File: src/rtl/ftq_fetch_issue.sv
// ftq_fetch_issue
// Sits directly behind the fetch target queue. Each FTQ head entry describes
// a fetch block (word-aligned start PC plus instruction count minus one). The
// block is turned into one I-cache line request, or two when it crosses a
// 32-byte line. A credit counter bounds the number of outstanding I-cache
// requests, and a stale counter marks responses to requests issued before a
// backend flush so they can be discarded.
//
// Ports:
//   Clk, Rest      clock and synchronous active-high reset
//   FtqHead        FTQ head entry {BlkPc[PC_W-1:2], BlkLen[2:0]}
//   FtqEmpty       FTQ has no valid entry
//   FtqRable       FTQ pop strobe (entry captured this cycle)
//   Flush          backend redirect; discards the held block
//   FtqClean       FTQ clear strobe, mirrors Flush
//   IcReqValid     I-cache request valid
//   IcReqReady     I-cache accepts the request
//   IcReqAddr      request start byte address, word aligned
//   IcReqNum       instructions in this request minus one
//   IcReqLast      final piece of the current fetch block
//   IcRespValid    one in-order I-cache response
//   IcRespDrop     current response belongs to a pre-flush request
module ftq_fetch_issue #(
    parameter int PC_W      = 32,
    parameter int MAX_OUTST = 4
) (
    input  logic            Clk,
    input  logic            Rest,
    input  logic [PC_W:0]   FtqHead,
    input  logic            FtqEmpty,
    output logic            FtqRable,
    input  logic            Flush,
    output logic            FtqClean,
    output logic            IcReqValid,
    input  logic            IcReqReady,
    output logic [PC_W-1:0] IcReqAddr,
    output logic [2:0]      IcReqNum,
    output logic            IcReqLast,
    input  logic            IcRespValid,
    output logic            IcRespDrop
);

    typedef enum logic [1:0] {IDLE, P0, P1} state_t;

    localparam logic [3:0] MAX_CNT = 4'(MAX_OUTST);

    state_t          state;
    state_t          state_next;
    logic [PC_W-3:0] blk_pc;
    logic [2:0]      blk_len;
    logic [3:0]      out_cnt;
    logic [3:0]      stale_cnt;

    logic            acc;
    logic            load_ok;
    logic            credit_ok;
    logic [3:0]      span;
    logic            split;
    logic [PC_W-6:0] next_line;

    // span = offset of the first word in its line plus (count - 1); a value
    // of 8 or more means the block runs past the end of the 32-byte line.
    assign span      = {1'b0, blk_pc[2:0]} + {1'b0, blk_len};
    assign split     = span[3];
    assign next_line = blk_pc[PC_W-3:3] + 1'b1;
    assign credit_ok = out_cnt < MAX_CNT;
    assign acc       = IcReqValid && IcReqReady;

    // A new block is taken either into an empty stage or in the same cycle
    // the final piece of the current block is accepted, so consecutive
    // blocks issue without a bubble. Reset suppresses the pop so no FTQ
    // entry is lost while the stage is being cleared.
    assign load_ok = !FtqEmpty && !Flush && !Rest &&
                     ((state == IDLE) || (acc && IcReqLast));

    // State register
    always_ff @(posedge Clk) begin
        if (Rest) begin
            state <= IDLE;
        end else begin
            state <= state_next;
        end
    end

    // Next-state logic; flush dominates everything
    always_comb begin
        state_next = state;
        if (Flush) begin
            state_next = IDLE;
        end else begin
            case (state)
                IDLE: begin
                    if (load_ok) state_next = P0;
                end
                P0: begin
                    if (acc) begin
                        if (!IcReqLast)   state_next = P1;
                        else if (load_ok) state_next = P0;
                        else              state_next = IDLE;
                    end
                end
                P1: begin
                    if (acc) state_next = load_ok ? P0 : IDLE;
                end
                default: state_next = IDLE;
            endcase
        end
    end

    // Output logic; request fields are forced to zero while idle
    always_comb begin
        IcReqValid = 1'b0;
        IcReqAddr  = '0;
        IcReqNum   = 3'd0;
        IcReqLast  = 1'b0;
        FtqRable   = load_ok;
        FtqClean   = Flush;
        IcRespDrop = IcRespValid && (stale_cnt != 4'd0);
        case (state)
            P0: begin
                IcReqValid = credit_ok && !Flush;
                IcReqAddr  = {blk_pc, 2'b00};
                IcReqNum   = split ? (3'd7 - blk_pc[2:0]) : blk_len;
                IcReqLast  = !split;
            end
            P1: begin
                IcReqValid = credit_ok && !Flush;
                IcReqAddr  = {next_line, 5'b00000};
                IcReqNum   = span[2:0];
                IcReqLast  = 1'b1;
            end
            default: ;
        endcase
    end

    // Entry capture, credit tracking and stale-response accounting. On a
    // flush every request still outstanding after this cycle's response
    // becomes stale; in-order return means those arrive before any new one.
    always_ff @(posedge Clk) begin
        if (Rest) begin
            blk_pc    <= '0;
            blk_len   <= 3'd0;
            out_cnt   <= 4'd0;
            stale_cnt <= 4'd0;
        end else begin
            if (load_ok) begin
                blk_pc  <= FtqHead[PC_W:3];
                blk_len <= FtqHead[2:0];
            end
            out_cnt <= out_cnt + {3'b000, acc} - {3'b000, IcRespValid};
            if (Flush) begin
                stale_cnt <= out_cnt - {3'b000, IcRespValid};
            end else if (IcRespDrop) begin
                stale_cnt <= stale_cnt - 4'd1;
            end
        end
    end

endmodule

File: config.mk
export PLATFORM = sky130hd
export DESIGN_NAME = ftq_fetch_issue
export DESIGN_NICKNAME = d
export VERILOG_FILES = /design/src/rtl/ftq_fetch_issue.sv
export SDC_FILE = /design/constraint.sdc
export NUM_CORES = 1
export LEC_CHECK = 0
export CAP_MARGIN = 20
export CORE_ASPECT_RATIO = 1.1
export CORE_UTILIZATION = 40
export CTS_BUF_LIST = sky130_fd_sc_hd__clkbuf_8
export DETAILED_ROUTE_END_ITERATION = 10
export PLACE_DENSITY = 0.68
export SYNTH_ARGS = -nofsm -noshare
export SYNTH_HDL_FRONTEND = slang
export SYNTH_SLANG_ARGS = --single-unit
File: constraint.sdc
create_clock -name Clk -period 4.8 [get_ports Clk]
set_input_delay 0.96 -clock Clk [delete_from_list [all_inputs] [get_ports Clk]]
set_output_delay 0.96 -clock Clk [all_outputs]
set_load 0.02 [all_outputs]
==> metrics.log, run 1 <==
INFO  metric outcome = finished, violations left
INFO  metric failing_checks = DRC
INFO  metric numCtsBuffers = 5
INFO  metric syn_to_final_growth = 30.11%
INFO  metric ys.flop_type = dfxtp_1
INFO  metric yosys.area_share.xor_xnor = 0.02605
INFO  metric route.detailed.wl_per_inst = about 14 um
INFO  metric timing.critical_path.slowest_cell_delay = approximately 0.62 ns
INFO  metric synth.top_cells.by_area = dfxtp_1 (28%), mux2i_1 (12%), ha_1 (7.4%)
INFO  metric detailedPlace.worstSlack = 0.9578 ns
INFO  metric clk_path_buf_depth = 2
INFO  metric postSynthRegisterBits = 43
INFO  metric dp.final_hpwl = 5506 um
INFO  metric cellPowerDensity = between 200 and 250 nW/um2
INFO  metric core.rowCount = 32
INFO  metric register_area = approximately 860 um2
INFO  metric worstSetupEndpoint = IcReqAddr[30]
INFO  metric critical_path_arrival = 2.99 ns
INFO  metric design.final.nets = between 400 and 500
INFO  metric clock-sinks = 43
INFO  metric floorplan.die_area = just under 8000 um2
INFO  metric timing_max_transition_violations_final = 0
INFO  metric synth_area_leader_cell = dfxtp_1
INFO  metric first_pass_iters = 7
INFO  metric setup_viol_count_final = 0
INFO  metric cts_tree = built
INFO  metric reg2reg_slack = a little under 2 ns
INFO  metric synth-compound-area-share = 0.1600
INFO  metric post_synth.cell_area_avg = just over 8 um2
INFO  metric finalWeightedCongestion = between 0.8 and 0.9
INFO  metric initial_core_util = 0.4221
INFO  metric reg2reg_depth = 8
INFO  metric synth_sequential_area_ratio = 0.2845
INFO  metric drt_iter0_drc = around 140
INFO  metric io_pins = about 80
INFO  metric synth_simple_gate_area_share = 0.2560
INFO  metric synthesis.instances = ~370
INFO  metric post_synthesis_mux_area_share = 0.1195
INFO  metric clk-insertion-delay-late = 0.31 ns
INFO  metric regToRegEndpoint = state[0]
INFO  metric grt_first_pass_wirelength = approximately 12000 um
INFO  metric critical_path_fanout_max = 16
INFO  metric hold_start = blk_len[0]
INFO  metric power = around 0.00088 W
INFO  metric worstReg2RegStart = state[0]
INFO  metric multiInputGateArea = between 1500 and 2000 um2
INFO  metric final.min_clock_period = around 4 ns
INFO  metric timing.clock.skew = around 0.0091 ns
INFO  metric fmaxAchievable = between 200 and 300 MHz
INFO  metric synth-adder-area-share = 0.08768
INFO  metric placed_cells = 515
INFO  metric synth_top_area_frac = 0.2845
INFO  metric setup_tns = 0 ns
INFO  metric instances_no_fill = approximately 520
INFO  metric post-synth-top-count-cell = nor2_1
INFO  metric htreeDepth = 2
INFO  metric chipHeight = slightly above 90 um
INFO  metric worst_setup_path_end_kind = primary output
INFO  metric worstPathCellList = inv_1 > ha_1 > nand2_1 > or4_1 > nand3_1 > clkdlybuf4s50_1
INFO  metric grt_pass1_vias = approximately 2600
INFO  metric vdd_ir_drop_max = about 0.00013 V
INFO  metric antenna_cells = 0
INFO  metric hold_path.class = flop to flop
INFO  metric fillCellCount = around 700
INFO  metric antenna_found_initial = 0
INFO  metric core = 7167 um2
INFO  metric slew-limit-headroom = 0.5713
INFO  metric synth_edf_count = 0
INFO  metric detail_route.wirelength = around 7600 um
INFO  metric maximum_number_of_pins_on_one_net_before_global_route_repair = 44
INFO  metric rsz0062_at_grt = false
INFO  metric number_of_remaining_drc_errors = 6
INFO  metric worst_ep_required_time = around 3.8 ns
INFO  metric synth-warning-count = 0
INFO  metric clkSlewWorstSetupHoldPaths = ~0.080 ns
INFO  metric largest_family_of_logic_cells_by_synthesized_area = simple AND/OR/NAND/NOR gates
INFO  metric critPathKind = flop to primary output
INFO  metric number_of_buffers_added_on_ports = 76
INFO  metric slowest_stage = or4_1
INFO  metric max_slew.worst_pin.slew = approximately 0.64 ns
INFO  metric crit_cells = 6
INFO  metric cp-start-kind = flop
INFO  metric p_leak = 1.664 nW
INFO  metric cts_resized = 0
INFO  metric drtAntennaViolNets = 0
INFO  metric ctsHoldBuffers = 0
INFO  metric max_cap_violations = 0
INFO  metric globalRouteTotalUtil = 0.1947
INFO  metric syn_std_cell_area = around 3000 um2
INFO  metric synth_cell_type_count = 56
INFO  metric critPathTopFamily = simple AND/OR/NAND/NOR gates
INFO  metric vias_per_cell = between 5 and 6
INFO  metric post_synth_most_frequent_cells = nor2_1 (48), dfxtp_1 (43), mux2i_1 (35), nand2_1 (23), inv_1 (21)
INFO  metric report.final.hold_viol_count = 0
INFO  metric vias = approximately 2900
INFO  metric cts_post_setup_buffers_inserted = 0
INFO  metric timing.final.crit_share = 0.8230
INFO  metric fraction_of_final_layout_cells_with_drive_strength_greater_than_1 = 0.06393
INFO  metric chipWidth = between 80 and 90 um
INFO  metric setup.worst_path.start = state[0]
INFO  metric cts-root-buf = clkbuf_8
INFO  metric finalWorstSetupSlack = ~0.85 ns
INFO  metric grt-ovfl-total = 0
INFO  metric ys_async_sr_fraction = 0
INFO  metric cp_num_buf_inv = 2
through the flow:
step                      utilization  hold slack (ns)  instance area, um2
after floorplan                     -           0.4783                3029
after global placement         0.5353           0.4967                3836
after detailed placement       0.5353           0.5146                3836
after CTS                      0.5492           0.5352                3936
after global routing           0.5492           0.5569                3936
final                          0.5492           0.5331                3936
worst min-delay path, stage by stage, from the launching register on:
cell     delay [ns]
dfxtp_1        0.36
mux2i_1        0.08
nor2_1         0.07
final cells by class:
class	instances	share of cell area
clock buffer	7	0.02448
clock inverter	1	0.0009536
inverter	21	0.02003
multi-input combinational	283	0.5022
sequential	43	0.2187
tap	85	0.02702
timing repair buffer	83	0.2066
layout by cell type, fill, tap and decap left out, types with 4 or more instances in the layout:
cell type | Yosys | layout
clkdlybuf4s50_1 | 0 | 76
buf_4 | 3 | 7
nand2_1 | 23 | 23
clkbuf_8 | 0 | 7
nand3_1 | 11 | 11
inv_1 | 21 | 22
mux2i_1 | 35 | 35
nor2b_1 | 8 | 8
nor2_1 | 48 | 48
ha_1 | 18 | 18
dfxtp_1 | 43 | 43
nor3_1 | 4 | 4
xnor2_1 | 7 | 7
a21boi_0 | 4 | 4
and3_1 | 4 | 4
o311ai_0 | 4 | 4
a21oi_1 | 12 | 12
o21ai_0 | 20 | 20
o211ai_1 | 4 | 4
and2_1 | 9 | 9
a31oi_1 | 7 | 7
nand4_1 | 8 | 8
state kept, by name, summed over array words and instances, names as in the netlist:
register,count
state,2
blk_len,3
stale_cnt,4
blk_pc,30
out_cnt,4
cells by family (layout without fill, tap and decap cells):
kind of cell / count (synthesis) / in the layout
other: 1 / 2
DFF: 43 / 43
AOI/OAI and AO/OA: 73 / 73
xor gates and xnor gates: 9 / 9
buffers and inverters: 47 / 112
and+or+nand+nor: 143 / 143
muxes: 36 / 36
adders and majority gates: 20 / 20
metal layers:
metal / share of wire / routed length (um) / track usage
met1: 0.45 / 3380 / 0.2418
met2: 0.50 / 3757 / 0.3442
met5: 0 / 0 / 0
met4: 0.011 / 81 / 0.05085
met3: 0.047 / 353 / 0.03795
where the power goes:
part	leakage [nW]	switching [W]	internal [W]	total [W]
Clock	0.0557	0.000132	0.000130	0.000262
Combinational	1.26	0.0000978	0.000113	0.000210
Sequential	0.351	0.0000250	0.000383	0.000408
Total	1.66	0.000255	0.000625	0.000880
worst min path at each step:
| stage | endpoint | slack, ns | cells past startpoint |
|---|---|---|---|
| after floorplan | blk_pc[24] | 0.48 | 2 |
| after global placement | blk_pc[24] | 0.50 | 2 |
| after detailed placement | blk_len[0] | 0.51 | 2 |
| after CTS | blk_len[0] | 0.54 | 2 |
| after global routing | blk_pc[24] | 0.56 | 2 |
| final | blk_len[0] | 0.53 | 2 |
Note: power is estimated with default switching activity, not from simulation.
==> run 2: changes to the inputs <==
PLACE_DENSITY = 0.7   (was 0.68)
clock period = 3.41 ns   (was 4.8 ns; I/O delays follow)
==> run 2 against run 1 <==
The run still ends with DRC left. Count of clock-buffer cells in the layout fell by 2. Highest routed layer unchanged. Final area increased by 1.7%. Critical endpoint unchanged. Sequential cell count unchanged. Core utilization increased by 0.96 points.
==> metrics.log, run 2 (synthesis results as in run 1) <==
INFO  metric critical_path_arrival = about 2.6 ns
INFO  metric fraction_of_final_layout_cells_with_drive_strength_greater_than_1 = 0.09481
INFO  metric fmaxAchievable = roughly 300 MHz
INFO  metric cp-start-kind = flop
INFO  metric numCtsBuffers = 5
INFO  metric htreeDepth = 2
INFO  metric core = about 7200 um2
INFO  metric critical_path_fanout_max = 6
INFO  metric final_common_cell = clkdlybuf4s50_1
INFO  metric globalRouteTotalUtil = 0.1952
INFO  metric largest_register = blk_pc
INFO  metric cp_num_buf_inv = 1
INFO  metric cts_post_setup_buffers_inserted = 0
INFO  metric final_core_util = 0.5588
INFO  metric vias = ~2900
INFO  metric route.detailed.wl_per_inst = between 10 and 15 um
INFO  metric syn_to_final_growth = 32.38%
INFO  metric outcome = finished, violations left
INFO  metric slowest_stage = clkdlybuf4s50_1
INFO  metric fillCellCount = about 670
INFO  metric clk-insertion-delay-late = ~0.30 ns
INFO  metric maximum_number_of_pins_on_one_net_before_global_route_repair = 44
INFO  metric reg2reg_slack = between 0.8 and 0.9 ns
INFO  metric largestRegisters = blk_pc: 30 flops, out_cnt: 4 flops, stale_cnt: 4 flops
INFO  metric antenna_cells = 0
INFO  metric worst_ep_required_time = 2.73 ns
INFO  metric detailedPlace.worstSlack = 0.1550 ns
INFO  metric design.final.nets = approximately 500
INFO  metric grt_pass1_vias = between 2000 and 3000
INFO  metric cellPowerDensity = between 200 and 300 nW/um2
INFO  metric initial_core_util = 0.4221
INFO  metric antenna_found_initial = 0
INFO  metric cts_tree = built
INFO  metric io_pins = 79
INFO  metric slew-limit-headroom = 0.6184
INFO  metric core.rowCount = 32
INFO  metric dp.final_hpwl = 5521 um
INFO  metric vdd_ir_drop_max = around 0.00019 V
INFO  metric number_of_buffers_added_on_ports = 76
INFO  metric clk_path_buf_depth = 2
INFO  metric number_of_remaining_drc_errors = 8
INFO  metric chipWidth = about 85 um
INFO  metric cts-root-buf = clkbuf_8
INFO  metric setup_viol_count_final = 0
INFO  metric grt-ovfl-total = 0
INFO  metric detail_route.wirelength = roughly 7400 um
INFO  metric worstPathCellList = nand3_2 > nor4_4 > nand4_1 > or4_1 > nand3_1 > clkdlybuf4s50_1
INFO  metric finalWeightedCongestion = between 0.7 and 0.8
INFO  metric timing.final.crit_share = 0.9680
INFO  metric crit_cells = 6
INFO  metric drt_iter0_drc = roughly 170
INFO  metric floorplan.die_area = 7916 um2
INFO  metric first_pass_iters = 8
INFO  metric timing.critical_path.slowest_cell_delay = around 0.6 ns
INFO  metric worst_setup_path_end_kind = primary output
INFO  metric report.final.hold_viol_count = 0
INFO  metric failing_checks = DRC
INFO  metric ctsHoldBuffers = 0
INFO  metric chipHeight = around 93 um
INFO  metric largest_register_ffs = 30
INFO  metric critPathKind = flop to primary output
INFO  metric rsz0062_at_grt = false
INFO  metric max_slew.worst_pin.slew = between 0.5 and 0.6 ns
INFO  metric reg2reg_depth = 9
INFO  metric vias_per_cell = about 5.4
INFO  metric timing.clock.skew = roughly 0.0096 ns
INFO  metric grt_first_pass_wirelength = about 12000 um
INFO  metric mostFrequentLayoutCells = clkdlybuf4s50_1 (68), nor2_1 (48), dfxtp_1 (38)
INFO  metric whs_path_depth = 2
INFO  metric setup_tns = 0 ns
INFO  metric timing_max_transition_violations_final = 0
INFO  metric clkSlewWorstSetupHoldPaths = about 0.09 ns
INFO  metric drtAntennaViolNets = 0
INFO  metric hold_path.class = flop to flop
INFO  metric p_leak = approximately 1.8 nW
INFO  metric max_cap_violations = 0
INFO  metric final.min_clock_period = 3.301 ns
INFO  metric clock-sinks = between 40 and 50
INFO  metric critPathTopFamily = simple AND/OR/NAND/NOR gates
INFO  metric finalWorstSetupSlack = ~0.11 ns
[run 2: worst paths after layout]
| path | from | to |
|---|---|---|
| max | blk_pc[12] | IcReqAddr[30] |
| min | blk_pc[24] | blk_pc[24] |
| min reg2reg | blk_pc[24] | blk_pc[24] |
| max reg2reg | state[0] | blk_pc[4] |
[run 2: final cells by class]
cell class,count,area (um2),area share
clock inverter,3,12.51,0.003124
clock buffer,5,68.82,0.01718
inverter,21,78.83,0.01968
sequential,43,867.1,0.2165
timing repair buffer,88,859.6,0.2146
multi-input combinational,283,2012,0.5023
tap,85,106.4,0.02655
[run 2: metrics by stage]
| step | cells | hold slack (ns) | total power [W] | area [um2] |
|---|---|---|---|---|
| finish | 528 | 0.5326 | 0.001186 | 4005 |
| global route | 528 | 0.5681 | 0.001263 | 4005 |
| CTS | 528 | 0.5423 | 0.001202 | 3963 |
| detailed placement | 520 | 0.5233 | 0.0008849 | 3874 |
| global placement | 520 | 0.5097 | 0.0008756 | 3874 |
| floorplan | 373 | 0.4783 | 0.0007830 | 3029 |
[run 2: repair_timing]
item,4_1_cts,5_1_grt
resized for setup,7,15
pin swaps,0,2
setup endpoints to repair,14,12
endpoints found under the hold margin,0,0
[run 2: layer usage]
metal	track usage	up-vias	routed length [um]
met3	0.04237	11	386
met4	0.05226	0	117
met1	0.2492	1335	3419
li1	-	1453	-
met2	0.3327	75	3523
met5	0	-	0
[run 2: power by group]
group / leakage, nW / internal, W / switching [W]
logic: 1.40 / 0.000161 / 0.000136
registers: 0.353 / 0.000540 / 0.0000357
clock network: 0.0505 / 0.000138 / 0.000176
total: 1.80 / 0.000839 / 0.000347
[run 2: worst min-delay path: stages, from the launching register on]
cell and delay (ns):
dfxtp_1 0.36, mux2i_1 0.08, nor2_1 0.07
==> run 3: changes to the inputs <==
CTS_BUF_LIST = sky130_fd_sc_hd__clkbuf_16   (was sky130_fd_sc_hd__clkbuf_8)
CTS_CLUSTER_DIAMETER = 200   (was unset)
==> run 3 against run 2 <==
Clock skew shrank 0.0052 ns. The flow still finishes with violations (DRC). Sequential power is essentially flat. Cell count grew 0.19%. Count of clock-buffer cells in the layout is the same. Highest routed layer unchanged. Combinational power is essentially flat. Global-route usage grew 0.094 points. First-iteration DRC count grew 3.5%. Wire length grew 0.48%.
==> metrics.log, run 3 (synthesis results as in run 1) <==
INFO  metric cp_num_buf_inv = 1
INFO  metric report.final.hold_viol_count = 0
INFO  metric initial_core_util = 0.4221
INFO  metric setup_tns = 0 ns
INFO  metric vias = between 2000 and 3000
INFO  metric vias_per_cell = 5.427
INFO  metric worst_ep_required_time = about 2.7 ns
INFO  metric syn_to_final_growth = 34.78%
INFO  metric drt_iter0_drc = between 150 and 200
INFO  metric worstPathCellList = and3_1 > and4_2 > nand4_1 > or4_1 > nand3_1 > clkdlybuf4s50_1
INFO  metric drtAntennaViolNets = 0
INFO  metric worst_setup_path_end_kind = primary output
INFO  metric cp-start-kind = flop
INFO  metric first_pass_iters = 8
INFO  metric largestRegisters = blk_pc: 30 flops, out_cnt: 4 flops, stale_cnt: 4 flops
INFO  metric number_of_buffers_added_on_ports = 76
INFO  metric timing.clock.skew = around 0.0044 ns
INFO  metric vdd_ir_drop_max = roughly 0.00020 V
INFO  metric hold_path.class = flop to flop
INFO  metric rsz0062_at_grt = false
INFO  metric grt-ovfl-total = 0
INFO  metric cts_tree = built
INFO  metric final_common_cell = clkdlybuf4s50_1
INFO  metric numCtsBuffers = 5
INFO  metric timing.critical_path.slowest_cell_delay = roughly 0.60 ns
INFO  metric instances_no_fill = 529
INFO  metric detail_route.wirelength = 7483 um
INFO  metric critical_path_arrival = ~2.6 ns
INFO  metric timing.final.crit_share = 0.9725
INFO  metric slew-limit-headroom = 0.6233
INFO  metric slowest_stage = clkdlybuf4s50_1
INFO  metric fraction_of_final_layout_cells_with_drive_strength_greater_than_1 = 0.09009
INFO  metric cts-root-buf = clkbuf_16
INFO  metric maximum_number_of_pins_on_one_net_before_global_route_repair = 44
INFO  metric timing_max_transition_violations_final = 0
INFO  metric globalRouteTotalUtil = 0.1961
INFO  metric number_of_remaining_drc_errors = 8
INFO  metric mostFrequentLayoutCells = clkdlybuf4s50_1 (68), nor2_1 (48), dfxtp_1 (41)
INFO  metric clock-sinks = between 40 and 50
INFO  metric chipWidth = about 85 um
INFO  metric finalHoldWorstSlack = 0.5291 ns
INFO  metric io_pins = 79
INFO  metric placed_cells = between 500 and 600
INFO  metric clk-insertion-delay-late = between 0.2 and 0.3 ns
INFO  metric setup_viol_count_final = 0
INFO  metric fmaxAchievable = 301.6 MHz
INFO  metric floorplan.die_area = just under 8000 um2
INFO  metric grt_pass1_vias = around 2700
INFO  metric critPathKind = flop to primary output
INFO  metric core.rowCount = 32
INFO  metric chipHeight = slightly above 90 um
INFO  metric design.final.nets = approximately 500
INFO  metric cellPowerDensity = 326.7 nW/um2
INFO  metric ctsHoldBuffers = 0
INFO  metric p_leak = ~1.9 nW
INFO  metric core = 7167 um2
INFO  metric max_slew.worst_pin.slew = approximately 0.56 ns
INFO  metric critPathTopFamily = simple AND/OR/NAND/NOR gates
INFO  metric outcome = finished, violations left
INFO  metric antenna_found_initial = 0
INFO  metric critical_path_fanout_max = 10
INFO  metric antenna_cells = 0
INFO  metric clkSlewWorstSetupHoldPaths = 0.06 ns
INFO  metric largest_register = blk_pc
INFO  metric clk_path_buf_depth = 2
INFO  metric detailedPlace.worstSlack = 0.1550 ns
INFO  metric largest_register_ffs = 30
INFO  metric dp.final_hpwl = approximately 5500 um
INFO  metric finalWorstSetupSlack = ~0.094 ns
INFO  metric max_cap_violations = 0
INFO  metric failing_checks = DRC
INFO  metric final.min_clock_period = approximately 3.3 ns
INFO  metric finalWeightedCongestion = roughly 0.79
INFO  metric htreeDepth = 2
INFO  metric fillCellCount = around 670
INFO  metric route.detailed.wl_per_inst = between 10 and 15 um
INFO  metric grt_first_pass_wirelength = roughly 12000 um
[run 3: final timing paths]
| kind | from | endpoint | slack, ns | cells after the start |
|---|---|---|---|---|
| setup reg to reg | state[0] | blk_pc[6] | 0.97 | 9 |
| setup / recovery | blk_pc[16] | IcReqAddr[30] | 0.09 | 6 |
| hold / removal | blk_pc[24] | blk_pc[24] | 0.53 | 2 |
| hold reg to reg | blk_pc[24] | blk_pc[24] | 0.53 | 2 |
[run 3: per-layer routing]
metal / vias up / part of all wire / global-route usage
met3: 11 / 0.049 / 0.04766
met2: 78 / 0.47 / 0.3340
met5: - / 0 / 0
met1: 1330 / 0.47 / 0.2476
met4: 0 / 0.015 / 0.05226
li1: 1452 / - / -
[run 3: power breakdown]
part / switching, W / total [W] / internal, W
Sequential: 0.0000361 / 0.000576 / 0.000540
Clock: 0.000192 / 0.000456 / 0.000265
Combinational: 0.000138 / 0.000299 / 0.000162
Total: 0.000365 / 0.00133 / 0.000966
[run 3: cell type report]
type                       instances  area, um2  area share
clock buffer                       5      125.1     0.03068
clock inverter                     3      12.51    0.003068
timing repair buffer              89      874.6      0.2145
sequential                        43      863.3      0.2117
multi-input combinational        283       2017      0.4946
inverter                          21      78.83     0.01933
tap                               85      106.4     0.02608
[run 3: tightest hold or removal path, delay by kind of cell, from the launching register on]
family / cells / cell delay, ns
and+or+nand+nor: 1 / 0.07
muxes: 1 / 0.08
DFF: 1 / 0.35
[run 3: stage by stage]
stage                     total power [W]  cell area (um2)  utilization
after global placement          0.0008756             3874       0.5405
after detailed placement        0.0008849             3874       0.5405
after floorplan                 0.0007830             3029            -
after global routing             0.001410             4078       0.5690
final                            0.001332             4078       0.5690
after CTS                        0.001345             4021       0.5611
[run 3: timing repair]
action                     4_1_cts  5_1_grt
resized for setup                5       15
setup endpoints to repair       12       10
pin swaps                        0        2
setup buffers                    0        1
